File: src/rtl/beat_sequencer.sv
// beat_sequencer: tempo controller that paces the 8-bit beat counter through one song run
// Ports:
//   clock, reset_n         system clock, asynchronous active-low reset
//   start, pause, stop     game FSM commands, priority stop > start > pause
//   period                 clock cycles per beat (0 behaves as 1), sampled live
//   last_beat              final beat index of the song, sampled live
//   cnt_q                  current beat counter value
//   cnt_enable, beat_tick  one-cycle pulse per beat
//   cnt_clear_b            active-low counter clear
//   running, done, state   run status (IDLE=0, RUN=1, PAUSE=2, DONE=3)
module beat_sequencer #(
  parameter int DIV_WIDTH = 26
) (
  input  logic                 clock,
  input  logic                 reset_n,
  input  logic                 start,
  input  logic                 pause,
  input  logic                 stop,
  input  logic [DIV_WIDTH-1:0] period,
  input  logic [7:0]           last_beat,
  input  logic [7:0]           cnt_q,
  output logic                 cnt_enable,
  output logic                 cnt_clear_b,
  output logic                 beat_tick,
  output logic                 running,
  output logic                 done,
  output logic [1:0]           state
);
  typedef enum logic [1:0] {ST_IDLE, ST_RUN, ST_PAUSE, ST_DONE} state_t;
  state_t st, st_n;
  logic [DIV_WIDTH-1:0] div, div_n, p_m1;
  logic [8:0] beat_pos;
  logic pulse_n, clr_n, hit;
  assign p_m1 = (period == '0) ? '0 : period - 1'b1;
  assign hit = div >= p_m1;
  // Beats already issued: a pulse still in flight has not reached cnt_q yet,
  // and a counter under clear counts as zero.
  assign beat_pos = cnt_clear_b ? {1'b0, cnt_q} + {8'd0, cnt_enable} : 9'd0;
  assign state = st;
  always_comb begin
    st_n = st;
    div_n = div;
    pulse_n = 1'b0;
    clr_n = cnt_clear_b;
    if (stop) begin
      st_n = ST_IDLE;
      div_n = '0;
      clr_n = 1'b0;
    end else begin
      case (st)
        ST_IDLE: begin
          div_n = '0;
          clr_n = start;
          st_n = start ? ST_RUN : ST_IDLE;
        end
        ST_DONE: begin
          st_n = start ? ST_RUN : ST_DONE;
          div_n = start ? '0 : div;
          clr_n = !start;
        end
        ST_PAUSE: begin
          clr_n = 1'b1;
          st_n = start ? ST_RUN : ST_PAUSE;
        end
        ST_RUN: begin
          clr_n = 1'b1;
          if (pause && !start) st_n = ST_PAUSE;
          else if (hit) begin
            div_n = '0;
            pulse_n = beat_pos != {1'b0, last_beat};
            st_n = pulse_n ? ST_RUN : ST_DONE;
          end else div_n = div + 1'b1;
        end
        default: st_n = ST_IDLE;
      endcase
    end
  end
  always_ff @(posedge clock or negedge reset_n) begin
    if (!reset_n) begin
      st <= ST_IDLE;
      div <= '0;
      cnt_enable <= 1'b0;
      beat_tick <= 1'b0;
      cnt_clear_b <= 1'b0;
      running <= 1'b0;
      done <= 1'b0;
    end else begin
      st <= st_n;
      div <= div_n;
      cnt_enable <= pulse_n;
      beat_tick <= pulse_n;
      cnt_clear_b <= clr_n;
      running <= st_n == ST_RUN;
      done <= st_n == ST_DONE;
    end
  end
endmodule

File: config.mk
export PLATFORM = sky130hd
export DESIGN_NAME = beat_sequencer
export DESIGN_NICKNAME = d
export VERILOG_FILES = /design/src/rtl/beat_sequencer.sv
export SDC_FILE = /design/constraint.sdc
export NUM_CORES = 1
export LEC_CHECK = 0
export CAP_MARGIN = 30
export CELL_PAD_IN_SITES_DETAIL_PLACEMENT = 0
export CELL_PAD_IN_SITES_GLOBAL_PLACEMENT = 1
export CORE_MARGIN = 4
export CORE_UTILIZATION = 40
export CTS_BUF_LIST = sky130_fd_sc_hd__clkbuf_16
export CTS_CLUSTER_DIAMETER = 60
export DETAILED_ROUTE_END_ITERATION = 7
export GPL_TIMING_DRIVEN = 1
export PLACE_DENSITY_LB_ADDON = 0.1
export SYNTH_ARGS = -nofsm -noshare
export SYNTH_HDL_FRONTEND = slang
export SYNTH_SLANG_ARGS = --single-unit
File: constraint.sdc
create_clock -name clock -period 3.14 [get_ports clock]
set_clock_uncertainty 0.1 [all_clocks]
set_input_delay 0.314 -clock clock [delete_from_list [all_inputs] [get_ports clock]]
set_output_delay 0.314 -clock clock [all_outputs]
set_load 0.005 [all_outputs]
==> parameters.txt, run 1 <==
Parameter                              Value

Status
  Run status ... finished with violations
  Failing checks ... negative setup slack

Place
  Placed instance area ... between 4000 and 5000 µm²
  Final weighted congestion of routability-driven global placement ... approximately 0.83
  Number of port buffers ... 53
  Post-detail-place hpwl ... 6600 µm
  Number of placed instances with taps included ... 589

Timing
  Time the worst path needs with I/O delays and setup ... just over 4000 ps
  Final WS setup ... -894 ps
  Worst slew pin tran ... around 650 ps
  Setup TNS Final ... -25360 ps
  Final Hold Viols ... 0
  Final period util ... 128%
  Fmax ... 0.248 GHz
  Slew margin rel. ... approximately 56%
  Worst hold slack across all endpoints ... 347 ps
  Total count of max-transition violations in the final report ... 0
  Final number of setup-violating endpoints ... 31
  RSZ-0062 raised after global routing ... true

Finish
  Layout-stage area growth over the synthesis result ... 52.1%
  Nets ... 596
  Count of antenna diodes in the layout ... 0
  Commonest non-fill, non-tap cells in the layout ... sky130_fd_sc_hd__buf_4 (59), sky130_fd_sc_hd__nand2_1 (50), sky130_fd_sc_hd__clkdlybuf4s50_1 (40)
  Final design utilization ... 62.5%
  Proportion of layout cells with a drive suffix above 1 ... 27.3%
  Final std cell area, no fill ... slightly below 5000 µm²
  Fin cells ... 618
  Leading cell type in the layout, fill and taps excluded ... sky130_fd_sc_hd__buf_4

Critical path
  Endpoint class of the critical path ... flop
  Largest fanout on the critical path ... 3
  R2r startpoint ... div[0]
  Data required time of the worst path ... ~3300 ps
  Data arrival time of the critical path ... just over 4000 ps
  Path type of the worst setup path ... input port to flop
  Crit start category ... input port
  Endpoint of the lowest-slack register-to-register path ... div[14]
  Delay of the slowest critical-path stage ... roughly 530 ps
  Register-to-register setup slack ... 470 ps
  Depth of the worst register-to-register path ... 11
  Crit-path cells ... buf_6 -> or4_4 -> buf_6 -> or3_4 -> or3_4 -> buf_6 -> or4_4 -> nor3_4 -> a21oi_2 -> ha_1 -> nand4_1 -> nor2_1 -> o311a_4 -> nor3_4 -> buf_6 -> a211o_1 -> o21ba_1
  Slowest stage cell, crit path ... sky130_fd_sc_hd__or4_4
  Crit-path most repeated cell ... sky130_fd_sc_hd__buf_6

Power and ir drop
  Switching power share of the total ... 26.0%
  Portion of total power attributed to combinational logic ... 25.1%
  Internal power consumption ... 0.000957 W
  Worst voltage drop across the vdd grid ... about 0.00023 V
  Clock network power share ... 42.0%
  Static power due to leakage ... 2.09 nW
  Power dissipated by switching net loads ... between 0.0003 and 0.0004 W
  Share of total power in sequential cells ... between 30% and 40%
  Total power divided by cell area ... around 270 nW/µm²

Synth
  Number of enable-type register cells in the synthesized netlist ... 0
  Yosys warnings ... 0
  Post-synthesis cell area ... between 3000 and 4000 µm²
  Post-Synthesis Net Count ... 474
  Cells after Synth ... between 300 and 400
  Top FF cell, synth ... sky130_fd_sc_hd__dfrtp_1
  Share of the yosys chip area belonging to registers ... ~25%
  Count of unique library cells instantiated by Yosys ... 57
  Mapped Avg Cell Area ... 8.04 µm²
  Share of async-settable or async-resettable flops after synthesis ... 100%
  FF+latch count, synth ... 32

Die
  Effective utilization at floorplan ... roughly two fifths
  Cell Rows ... 32
  Core area ... about 7700 µm²
  Width of the die ... about 97 µm
  Die Footprint ... 9390 µm²
  DIE HEIGHT ... 96.9 µm
  I/O Pins ... 54

Detailed routing
  Routed wire length per instance ... around 14 µm
  Total wirelength of the detailed-routed design ... 8890 µm
  Vias per inst ... roughly 5.4
  Routed Antenna Nets ... 0
  DRC violation count after routing ... 0
  First drt pass iteration count ... 4
  Starting DRC count in detailed routing ... 97
  Via count of the routed design ... 3344

Worst hold path
  Worst hold path type ... input port to asynchronous set/reset pin

CTS
  Clock latency reported for the late side of the worst-skew pair ... 280 ps
  Clock buffer depth ... 2
  Buffer type at the clock tree root ... sky130_fd_sc_hd__clkbuf_16
  Clock tree from TritonCTS ... yes
  Clk pin slew, worst setup/hold paths ... 50 ps
  Htree depth ... 2
  Number of buffers created by CTS ... 5
  CTS sink count ... 32

Global routing
  Pin count of the biggest net entering global routing ... 33
  First-pass GRT wire length ... between 10000 and 15000 µm
  Global routing usage summed across all routing layers ... about a fifth
  Vias in the first global route ... 3257
  Gr ovfl total ... 0
  Number of antenna violations at the first check in global routing ... 0

Job
  Count of max-cap constraint violations ... 0
power by group through the flow:
stage	sequential, W	combinational, W	clock [W]
final	0.000427	0.000324	0.000543
after global routing	0.000428	0.000357	0.000573
after CTS	0.000427	0.000308	0.000552
after detailed placement	0.000434	0.000281	0
after global placement	0.000434	0.000278	0
after floorplan	0.000433	0.000126	0
cells by family after synthesis:
logic type / synth area share [%]
adders and majority gates: 13.5
muxes: 0.950
xor gates and xnor gates: 9.98
AOI/OAI and AO/OA: 15.2
DFF: 25.3
and+or+nand+nor: 31.0
buffers and inverters: 4.04
through the flow:
stage                     setup slack [ps]  power [W]
after floorplan                       -767   0.000558
after global placement               -1640   0.000712
after detailed placement             -1680   0.000715
after CTS                             -928    0.00129
after global routing                 -1070    0.00136
final                                 -894    0.00129
state kept, by name (all words and copies together), names as in the netlist:
name         cells
div             26
state            2
beat_tick        1
cnt_clear_b      1
done             1
running          1
layout make-up:
type                       instances  area (µm²)
clock buffer                       5         125
inverter                          21        78.8
fill                             715        2880
timing repair buffer             124        1090
multi-input combinational        331        2540
tap                              102         128
clock inverter                     3        38.8
sequential                        32         801
worst max path at each step:
stage,start,endpoint,slack [ps],cells after the start
after floorplan,period[9],div[14],-770,17
after global placement,period[9],div[10],-1640,16
after detailed placement,period[9],div[10],-1680,16
after global routing,period[12],div[2],-1070,20
after CTS,period[12],done,-930,17
final,period[12],done,-890,17
Yosys cell counts, types with 7 or more instances:
master,number,share of area (%)
sky130_fd_sc_hd__a21oi_1,26,4.1
sky130_fd_sc_hd__and3_1,7,1.4
sky130_fd_sc_hd__dfrtp_1,32,25
sky130_fd_sc_hd__ha_1,34,13
sky130_fd_sc_hd__inv_1,20,2.4
sky130_fd_sc_hd__nand2_1,51,6.1
sky130_fd_sc_hd__nand2b_1,8,1.6
sky130_fd_sc_hd__nand3_1,23,3.6
sky130_fd_sc_hd__nand4_1,13,2.6
sky130_fd_sc_hd__nor2_1,27,3.2
sky130_fd_sc_hd__nor3_1,17,2.7
sky130_fd_sc_hd__nor4_1,8,1.6
sky130_fd_sc_hd__o21ai_0,11,1.7
sky130_fd_sc_hd__xnor2_1,16,4.4
sky130_fd_sc_hd__xor2_1,20,5.5
critical path, delay by kind of cell:
kind	cells	cell delay, ps
AND/OR/NAND/NOR	8	2230
AO/OA/AOI/OAI	4	820
buffers and inverters	4	470
adder cells (fa/ha/maj)	1	280
repair_timing:
item                                    CTS  global route
hold buffers                              0             0
setup buffers                            16             5
pin swaps                                43            14
gates resized for setup                  73            29
endpoints found under the setup margin   31            31
gates cloned                              2             0
per-layer routing:
| layer | vias up | track usage, % | wire, µm |
|---|---|---|---|
| li1 | 1689 | - | - |
| met1 | 1587 | 23.9 | 4060 |
| met2 | 54 | 32.3 | 4440 |
| met3 | 14 | 3.82 | 266 |
| met4 | 0 | 4.54 | 115 |
| met5 | - | 0 | 0 |
No activity file was read; power rests on OpenSTA's default activity.
==> inputs of run 2 (changes only) <==
- ABC_AREA: default -> 1
- CORE_ASPECT_RATIO: default -> 2
- CORE_UTILIZATION: 40 -> 39
==> parameters.txt, run 2 <==
Parameter                              Value

Synth
  Top FF cell, synth ... sky130_fd_sc_hd__dfrtp_1
  Cells after Synth ... 554 (+41%)
  Area fraction of the dominant cell type after synthesis ... 22.3% (-3.0 points)
  Cell with the most instances after synthesis ... sky130_fd_sc_hd__nand2_1
  Cell type with the highest aggregate area in the netlist ... sky130_fd_sc_hd__dfrtp_1
  Leading cell types by total area after synthesis ... sky130_fd_sc_hd__dfrtp_1 (22%), sky130_fd_sc_hd__nand2_1 (15%), sky130_fd_sc_hd__ha_1 (12%), sky130_fd_sc_hd__nor2_1 (8.5%), sky130_fd_sc_hd__inv_1 (7.5%)
  Share of async-settable or async-resettable flops after synthesis ... 100% (unchanged)
  Yosys warnings ... 0 (unchanged)
  Cell types with the highest counts after synthesis ... sky130_fd_sc_hd__nand2_1 (139), sky130_fd_sc_hd__nor2_1 (81), sky130_fd_sc_hd__inv_1 (72), sky130_fd_sc_hd__nand3_1 (45), sky130_fd_sc_hd__ha_1 (34)
  FF+latch count, synth ... 32 (unchanged)
  Post-synthesis cell area ... 3590 µm² (+14%)
  Number of enable-type register cells in the synthesized netlist ... 0 (unchanged)
  Share of the yosys chip area belonging to registers ... 22.3% (-3.0 points)
  Post-Synthesis Net Count ... 635 (+34%)
  Mapped Avg Cell Area ... 6.48 µm² (-19%)
  Count of unique library cells instantiated by Yosys ... 38 (-33%)

Global routing
  Met1 track utilization from global routing ... 19.4% (-4.5 points)
  Busiest grt layer ... met2
  Pin count of the biggest net entering global routing ... 33 (unchanged)
  Number of antenna violations at the first check in global routing ... 0 (unchanged)
  Gr ovfl total ... 0 (unchanged)
  Met3 Track Usage GR ... 1.75% (-2.1 points)
  First-pass GRT wire length ... 16700 µm (+13%)
  Met2 Resource Use GR ... 38.6% (+6.3 points)
  Vias in the first global route ... 3777 (+16%)
  Global routing usage summed across all routing layers ... 20.1% (+1.3 points)

Critical path
  Setup crit end ... div[7]
  Delay of the slowest critical-path stage ... 290 ps (-240 ps)
  Depth of the worst register-to-register path ... 12 (+1)
  Crit start category ... input port
  Endpoint class of the critical path ... flop
  Worst setup startpoint ... period[1]
  Path type of the worst setup path ... input port to flop
  Crit-path most repeated cell ... sky130_fd_sc_hd__nand2_1
  Register-to-register setup slack ... 700 ps (+230 ps)
  Slowest stage cell, crit path ... sky130_fd_sc_hd__ha_1
  Endpoint of the lowest-slack register-to-register path ... div[8]
  Largest fanout on the critical path ... 10 (+7)
  Data arrival time of the critical path ... 3400 ps (-750 ps)
  R2r startpoint ... state[1]
  Data required time of the worst path ... 3250 ps (about the same)

Finish
  Proportion of layout cells with a drive suffix above 1 ... 24.2% (-3.1 points)
  Final design utilization ... 57.4% (-5.1 points)
  Leading cell type in the layout, fill and taps excluded ... sky130_fd_sc_hd__nand2_1
  Nets ... 766 (+29%)
  Layout-stage area growth over the synthesis result ... 44.2%
  Number of flip-flops in the largest register ... 26 (unchanged)
  Fill cell instance count of the final layout ... 925 (+29%)
  Reg with most FFs ... div
  Commonest non-fill, non-tap cells in the layout ... sky130_fd_sc_hd__nand2_1 (126), sky130_fd_sc_hd__buf_4 (71), sky130_fd_sc_hd__inv_1 (69)
  Fin cells ... 788 (+28%)
  Count of antenna diodes in the layout ... 0 (unchanged)

Detailed routing
  DRC violation count after routing ... 0 (unchanged)
  Routed Antenna Nets ... 0 (unchanged)
  First drt pass iteration count ... 4 (unchanged)
  Via count of the routed design ... 3958 (+18%)
  Starting DRC count in detailed routing ... 127 (+31%)
  Total wirelength of the detailed-routed design ... 10400 µm (+17%)
  Vias per inst ... 5.02 (-7.2%)
  Routed wire length per instance ... 13.2 µm (-7.9%)

Place
  Post-detail-place hpwl ... 8460 µm (+28%)
  Number of port buffers ... 53 (unchanged)
  Final weighted congestion of routability-driven global placement ... 0.987 (+19%)
  Number of placed instances with taps included ... 768 (+30%)

Timing
  RSZ-0062 raised after global routing ... true
  Slew margin rel. ... 54.2% (-2.1 points)
  Total count of max-transition violations in the final report ... 0 (unchanged)
  Worst slew pin tran ... 685 ps (+35.1 ps)
  Final Hold Viols ... 0 (unchanged)
  Final number of setup-violating endpoints ... 30 (-3.2%)
  Final WS setup ... -150 ps (+744 ps)
  Fmax ... 0.304 GHz (+23%)
  Time the worst path needs with I/O delays and setup ... 3290 ps (-744 ps)
  Final period util ... 105% (-24 points)

Worst hold path
  Worst hold path type ... input port to asynchronous set/reset pin

CTS
  Htree depth ... 2 (unchanged)
  CTS sink count ... 32 (unchanged)
  Clock buffer depth ... 2 (unchanged)
  Buffer type at the clock tree root ... sky130_fd_sc_hd__clkbuf_16
  Hold-fix buffers, CTS ... 0 (unchanged)
  Clk pin slew, worst setup/hold paths ... 50 ps (about the same)
  Number of buffers created by CTS ... 5 (unchanged)
  Clock latency reported for the late side of the worst-skew pair ... 280 ps (about the same)
  Clock tree from TritonCTS ... yes

Die
  Die Footprint ... 10900 µm² (+16%)
  Cell Rows ... 49 (+53%)
  Effective utilization at floorplan ... 39.8% (-1.3 points)
  Core area ... 9010 µm² (+17%)
  Width of the die ... 75.8 µm (-22%)
  I/O Pins ... 54 (unchanged)
  DIE HEIGHT ... 144 µm (+48%)

Job
  Count of max-cap constraint violations ... 0 (unchanged)

Power and ir drop
  Worst voltage drop across the vdd grid ... 0.000214 V (-7.3%)
  Static power due to leakage ... 2.55 nW (+22%)
  Total power divided by cell area ... 241 nW/µm² (-10%)

Status
  Failing checks ... negative setup slack
  Run status ... finished with violations
-- run 2: cell count changes in the layout (fill, tap and decap cells not counted), moves of 12 or more --
| cell | previous run | this run |
|---|---|---|
| sky130_fd_sc_hd__nor2_2 | 0 | 18 |
| sky130_fd_sc_hd__nand2_2 | 0 | 13 |
| sky130_fd_sc_hd__nand3_1 | 18 | 41 |
| sky130_fd_sc_hd__nand2_1 | 50 | 126 |
| sky130_fd_sc_hd__inv_1 | 21 | 69 |
| sky130_fd_sc_hd__nor2_1 | 24 | 64 |
| sky130_fd_sc_hd__buf_4 | 59 | 71 |
-- run 2: logic make-up (layout without fill, tap and decap cells) --
kind of cell / count (synthesis) / after routing / synth area share [%]
AND/OR/NAND/NOR: 333 / 333 / 43.2
buffers and inverters: 83 / 215 / 9.31
AO/OA/AOI/OAI: 48 / 48 / 7.46
adder cells (fa/ha/maj): 34 / 34 / 11.9
flip-flops: 32 / 32 / 22.3
XOR/XNOR: 24 / 24 / 5.86
-- run 2: through the flow --
stage	setup TNS, ps	hold WS (ps)	setup slack (ps)	area [µm²]	total power [W]
after global placement	-22520	443	-780	4700	0.000758
after CTS	-3720	351	-162	5010	0.00125
after global routing	-9520	367	-353	5170	0.00132
after detailed placement	-23950	451	-844	4700	0.000764
after floorplan	0	-81.6	12.4	3590	0.000583
final	-3080	339	-150	5170	0.00125
-- run 2: how the worst min path moves through the flow --
| stage | from | end | slack (ps) |
|---|---|---|---|
| 2_1_floorplan | reset_n | beat_tick | -80 |
| 3_3_place_gp | div[25] | div[25] | 440 |
| 3_5_place_dp | div[0] | div[0] | 450 |
| 4_1_cts | reset_n | div[3] | 350 |
| 5_1_grt | reset_n | div[3] | 370 |
| 6_report | reset_n | div[3] | 340 |
-- run 2: worst max-delay path, delay by kind of cell --
| kind | cells | cell delay, ps |
|---|---|---|
| AO/OA/AOI/OAI | 1 | 110 |
| adder cells (fa/ha/maj) | 2 | 410 |
| buffers and inverters | 10 | 940 |
| AND/OR/NAND/NOR | 14 | 1600 |
-- run 2: cell type report --
class                           count  area [µm²]  share of cell area (%)
Timing Repair inverter              1        8.76                   0.169
Inverter                           77         309                    5.97
Sequential cell                    32         801                    15.5
Multi-Input combinational cell    439        2670                    51.6
Clock buffer                        5         125                    2.42
Timing Repair Buffer              129        1120                    21.6
Tap cell                          102         128                    2.47
Clock inverter                      3        11.3                   0.218
-- run 2: per-layer routing --
layer / vias to the layer above / wire [µm]
li1: 2058 / -
met1: 1761 / 3570
met2: 102 / 5980
met3: 37 / 378
met4: 0 / 508
met5: - / 0
-- run 2: repair_timing --
item                                    4_1_cts  5_1_grt
resized for setup                            58       36
gates cloned                                  0        1
endpoints found under the hold margin         0        0
buffers inserted                              8        4
pin swaps                                    27       28
endpoints found under the setup margin       31       31
-- run 2: report_power, final --
group / internal (W) / switching [W] / total, W
combinational: 0.000168 / 0.000173 / 0.000341
clock: 0.000285 / 0.000184 / 0.000469
sequential: 0.000422 / 0.0000174 / 0.000440
==> inputs of run 3 (changes only) <==
- clock period: 3.14 -> 3.7 ns (I/O delays scaled with it)
==> parameters.txt, run 3 (synthesis gave the netlist of run 2 again) <==
Parameter                              Value

Critical path
  Register-to-register setup slack ... 1330 ps (+630 ps)
  Crit start category ... input port
  Data required time of the worst path ... 3800 ps (+550 ps)
  Endpoint of the lowest-slack register-to-register path ... div[8]
  Endpoint class of the critical path ... flop
  R2r startpoint ... state[1]
  Path type of the worst setup path ... input port to flop
  Data arrival time of the critical path ... 3480 ps (+80 ps)
  Worst setup startpoint ... period[0]
  Kind of cell with the highest combined delay on the critical path ... simple AND/OR/NAND/NOR gates
  Setup crit end ... div[0]
  Delay of the slowest critical-path stage ... 250 ps (-40 ps)
  Crit-path most repeated cell ... sky130_fd_sc_hd__inv_2
  Depth of the worst register-to-register path ... 12 (unchanged)
  Total buffers and inverters traversed by the critical path ... 10 (unchanged)
  Slowest stage cell, crit path ... sky130_fd_sc_hd__or2_4
  Largest fanout on the critical path ... 7 (-3)
  Cell depth of the worst setup path ... 26 (-3.7%)

Timing
  Slew margin rel. ... 66.3% (+12 points)
  Worst slew pin tran ... 504 ps (-181 ps)
  Final period util ... between 90% and 100%
  RSZ-0062 raised after global routing ... false
  Final Hold Viols ... 0 (unchanged)
  Fmax ... roughly 0.3 GHz
  Worst hold slack across all endpoints ... 420 ps (+80.4 ps)
  Total count of max-transition violations in the final report ... 0 (unchanged)
  Time the worst path needs with I/O delays and setup ... 3380 ps
  Final number of setup-violating endpoints ... 0 (-100%)

Status
  Run status ... finished clean

CTS
  Buffer type at the clock tree root ... sky130_fd_sc_hd__clkbuf_16
  Clk pin slew, worst setup/hold paths ... 50 ps (about the same)
  Clock tree from TritonCTS ... yes
  Number of buffers created by CTS ... 5 (unchanged)
  Hold-fix buffers, CTS ... 0 (unchanged)
  Htree depth ... 2 (unchanged)
  Clock buffer depth ... 2 (unchanged)
  CTS sink count ... 32 (unchanged)
  Clock latency reported for the late side of the worst-skew pair ... 280 ps (about the same)

Die
  Effective utilization at floorplan ... 39.8% (unchanged)
  Core area ... 9010 µm² (unchanged)
  I/O Pins ... 54 (unchanged)
  Width of the die ... 75.8 µm (unchanged)
  Cell Rows ... 49 (unchanged)
  Die Footprint ... 10900 µm² (unchanged)
  DIE HEIGHT ... 144 µm (unchanged)

Global routing
  Met1 track utilization from global routing ... 18.1% (-1.2 points)
  Gr ovfl total ... 0 (unchanged)
  First-pass GRT wire length ... 16600 µm (-0.82%)
  Number of antenna violations at the first check in global routing ... 0 (unchanged)
  Busiest grt layer ... met2
  Global routing usage summed across all routing layers ... 19.8% (-0.30 points)
  Met2 Resource Use GR ... 39.1% (+0.50 points)
  Met3 Track Usage GR ... 1.12% (-0.63 points)
  Vias in the first global route ... 3965 (+5.0%)
  Pin count of the biggest net entering global routing ... 33 (unchanged)

Power and ir drop
  Static power due to leakage ... 2.47 nW (-2.9%)
  Total power divided by cell area ... 224 nW/µm² (-7.3%)
  Worst voltage drop across the vdd grid ... 0.000192 V (-10%)

Finish
  Final std cell area, no fill ... 4890 µm² (-5.5%)
  Nets ... 747 (-2.5%)
  Layout-stage area growth over the synthesis result ... 36.2%
  Count of antenna diodes in the layout ... 0 (unchanged)
  Commonest non-fill, non-tap cells in the layout ... sky130_fd_sc_hd__nand2_1 (134), sky130_fd_sc_hd__nor2_1 (77), sky130_fd_sc_hd__inv_1 (69)
  Reg with most FFs ... div
  Number of flip-flops in the largest register ... 26 (unchanged)
  Proportion of layout cells with a drive suffix above 1 ... 17.5% (-6.7 points)
  Leading cell type in the layout, fill and taps excluded ... sky130_fd_sc_hd__nand2_1

Detailed routing
  Via count of the routed design ... 3891 (-1.7%)
  Routed Antenna Nets ... 0 (unchanged)
  First drt pass iteration count ... 5 (+1)
  Routed wire length per instance ... 13.0 µm (-1.7%)
  Vias per inst ... 5.06 (+0.74%)
  Starting DRC count in detailed routing ... 140 (+10%)
  DRC violation count after routing ... 0 (unchanged)
  Total wirelength of the detailed-routed design ... 10000 µm (-4.1%)

Worst hold path
  Worst hold path type ... input port to asynchronous set/reset pin

Job
  Count of max-cap constraint violations ... 0 (unchanged)

Place
  Number of port buffers ... 53 (unchanged)
  Final weighted congestion of routability-driven global placement ... 0.920 (-6.7%)
  Post-detail-place hpwl ... 8530 µm (+0.79%)
  Placed instance area ... 4630 µm² (-1.6%)
run 3: changes by cell type in the layout (fill, tap and decap cells not counted), sizes merged:
cell and delta:
buf -20, dlygate4sd2 -4, dlymetal6s2s +4, clkbuf +2
inv -2, bufinv +1, clkdlybuf4s15 -1, clkdlybuf4s50 +1
run 3: worst register-to-register path, cell delays in order (launching register included):
cell,delay (ps)
sky130_fd_sc_hd__dfrtp_1,390
sky130_fd_sc_hd__inv_1,110
sky130_fd_sc_hd__ha_1,210
sky130_fd_sc_hd__inv_1,150
sky130_fd_sc_hd__o21ai_1,110
sky130_fd_sc_hd__inv_1,60
sky130_fd_sc_hd__nand2_1,110
sky130_fd_sc_hd__nand2_2,90
sky130_fd_sc_hd__buf_4,240
sky130_fd_sc_hd__nand2_1,140
sky130_fd_sc_hd__or3_1,350
sky130_fd_sc_hd__xor2_1,150
sky130_fd_sc_hd__nor2_1,50
run 3: final cells by class:
type | count | area (µm²)
inverters | 77 | 289
flip-flops and latches | 32 | 801
well taps | 102 | 128
clock inverters | 3 | 37.5
fillers | 930 | 4120
repair buffers | 111 | 988
clock buffers | 5 | 125
multi-input cells | 439 | 2520
run 3: layer usage:
metal | vias up | share of wire, % | wire length [µm]
li1 | 2020 | - | -
met1 | 1743 | 35 | 3510
met2 | 92 | 56 | 5620
met3 | 36 | 3.1 | 310
met4 | 0 | 5.7 | 571
met5 | - | 0 | 0
run 3: how the worst min path moves through the flow:
stage / from / endpoint / slack [ps] / cells after the start
3_5_place_dp: div[0] / div[0] / 440 / 1
6_report: reset_n / div[3] / 420 / 2
5_1_grt: reset_n / div[5] / 440 / 2
3_3_place_gp: div[0] / div[0] / 420 / 1
4_1_cts: reset_n / div[14] / 430 / 2
2_1_floorplan: reset_n / beat_tick / -30 / 0
run 3: report_power, final:
group	switching (W)	internal [W]	total [W]
logic	0.000134	0.000132	0.000266
registers	0.0000135	0.000359	0.000372
clock network	0.000144	0.000312	0.000456
total	0.000291	0.000803	0.00109
run 3: stage by stage:
stage	setup slack, ps	util (%)	total power (W)	TNS (ps)	instances
floorplan	502	-	0.000495	0	554
global placement	-251	51.4	0.000635	-5630	758
detailed placement	-386	51.4	0.000642	-8220	758
CTS	119	53.7	0.00111	0	769
global route	3.17	54.3	0.00116	0	769
finish	320	54.3	0.00109	0	769
run 3: timing repair:
item | in CTS | in global routing
setup buffers | 3 | 0
resized for setup | 14 | 22
setup endpoints to repair | 19 | 29
pin swaps | 10 | 20
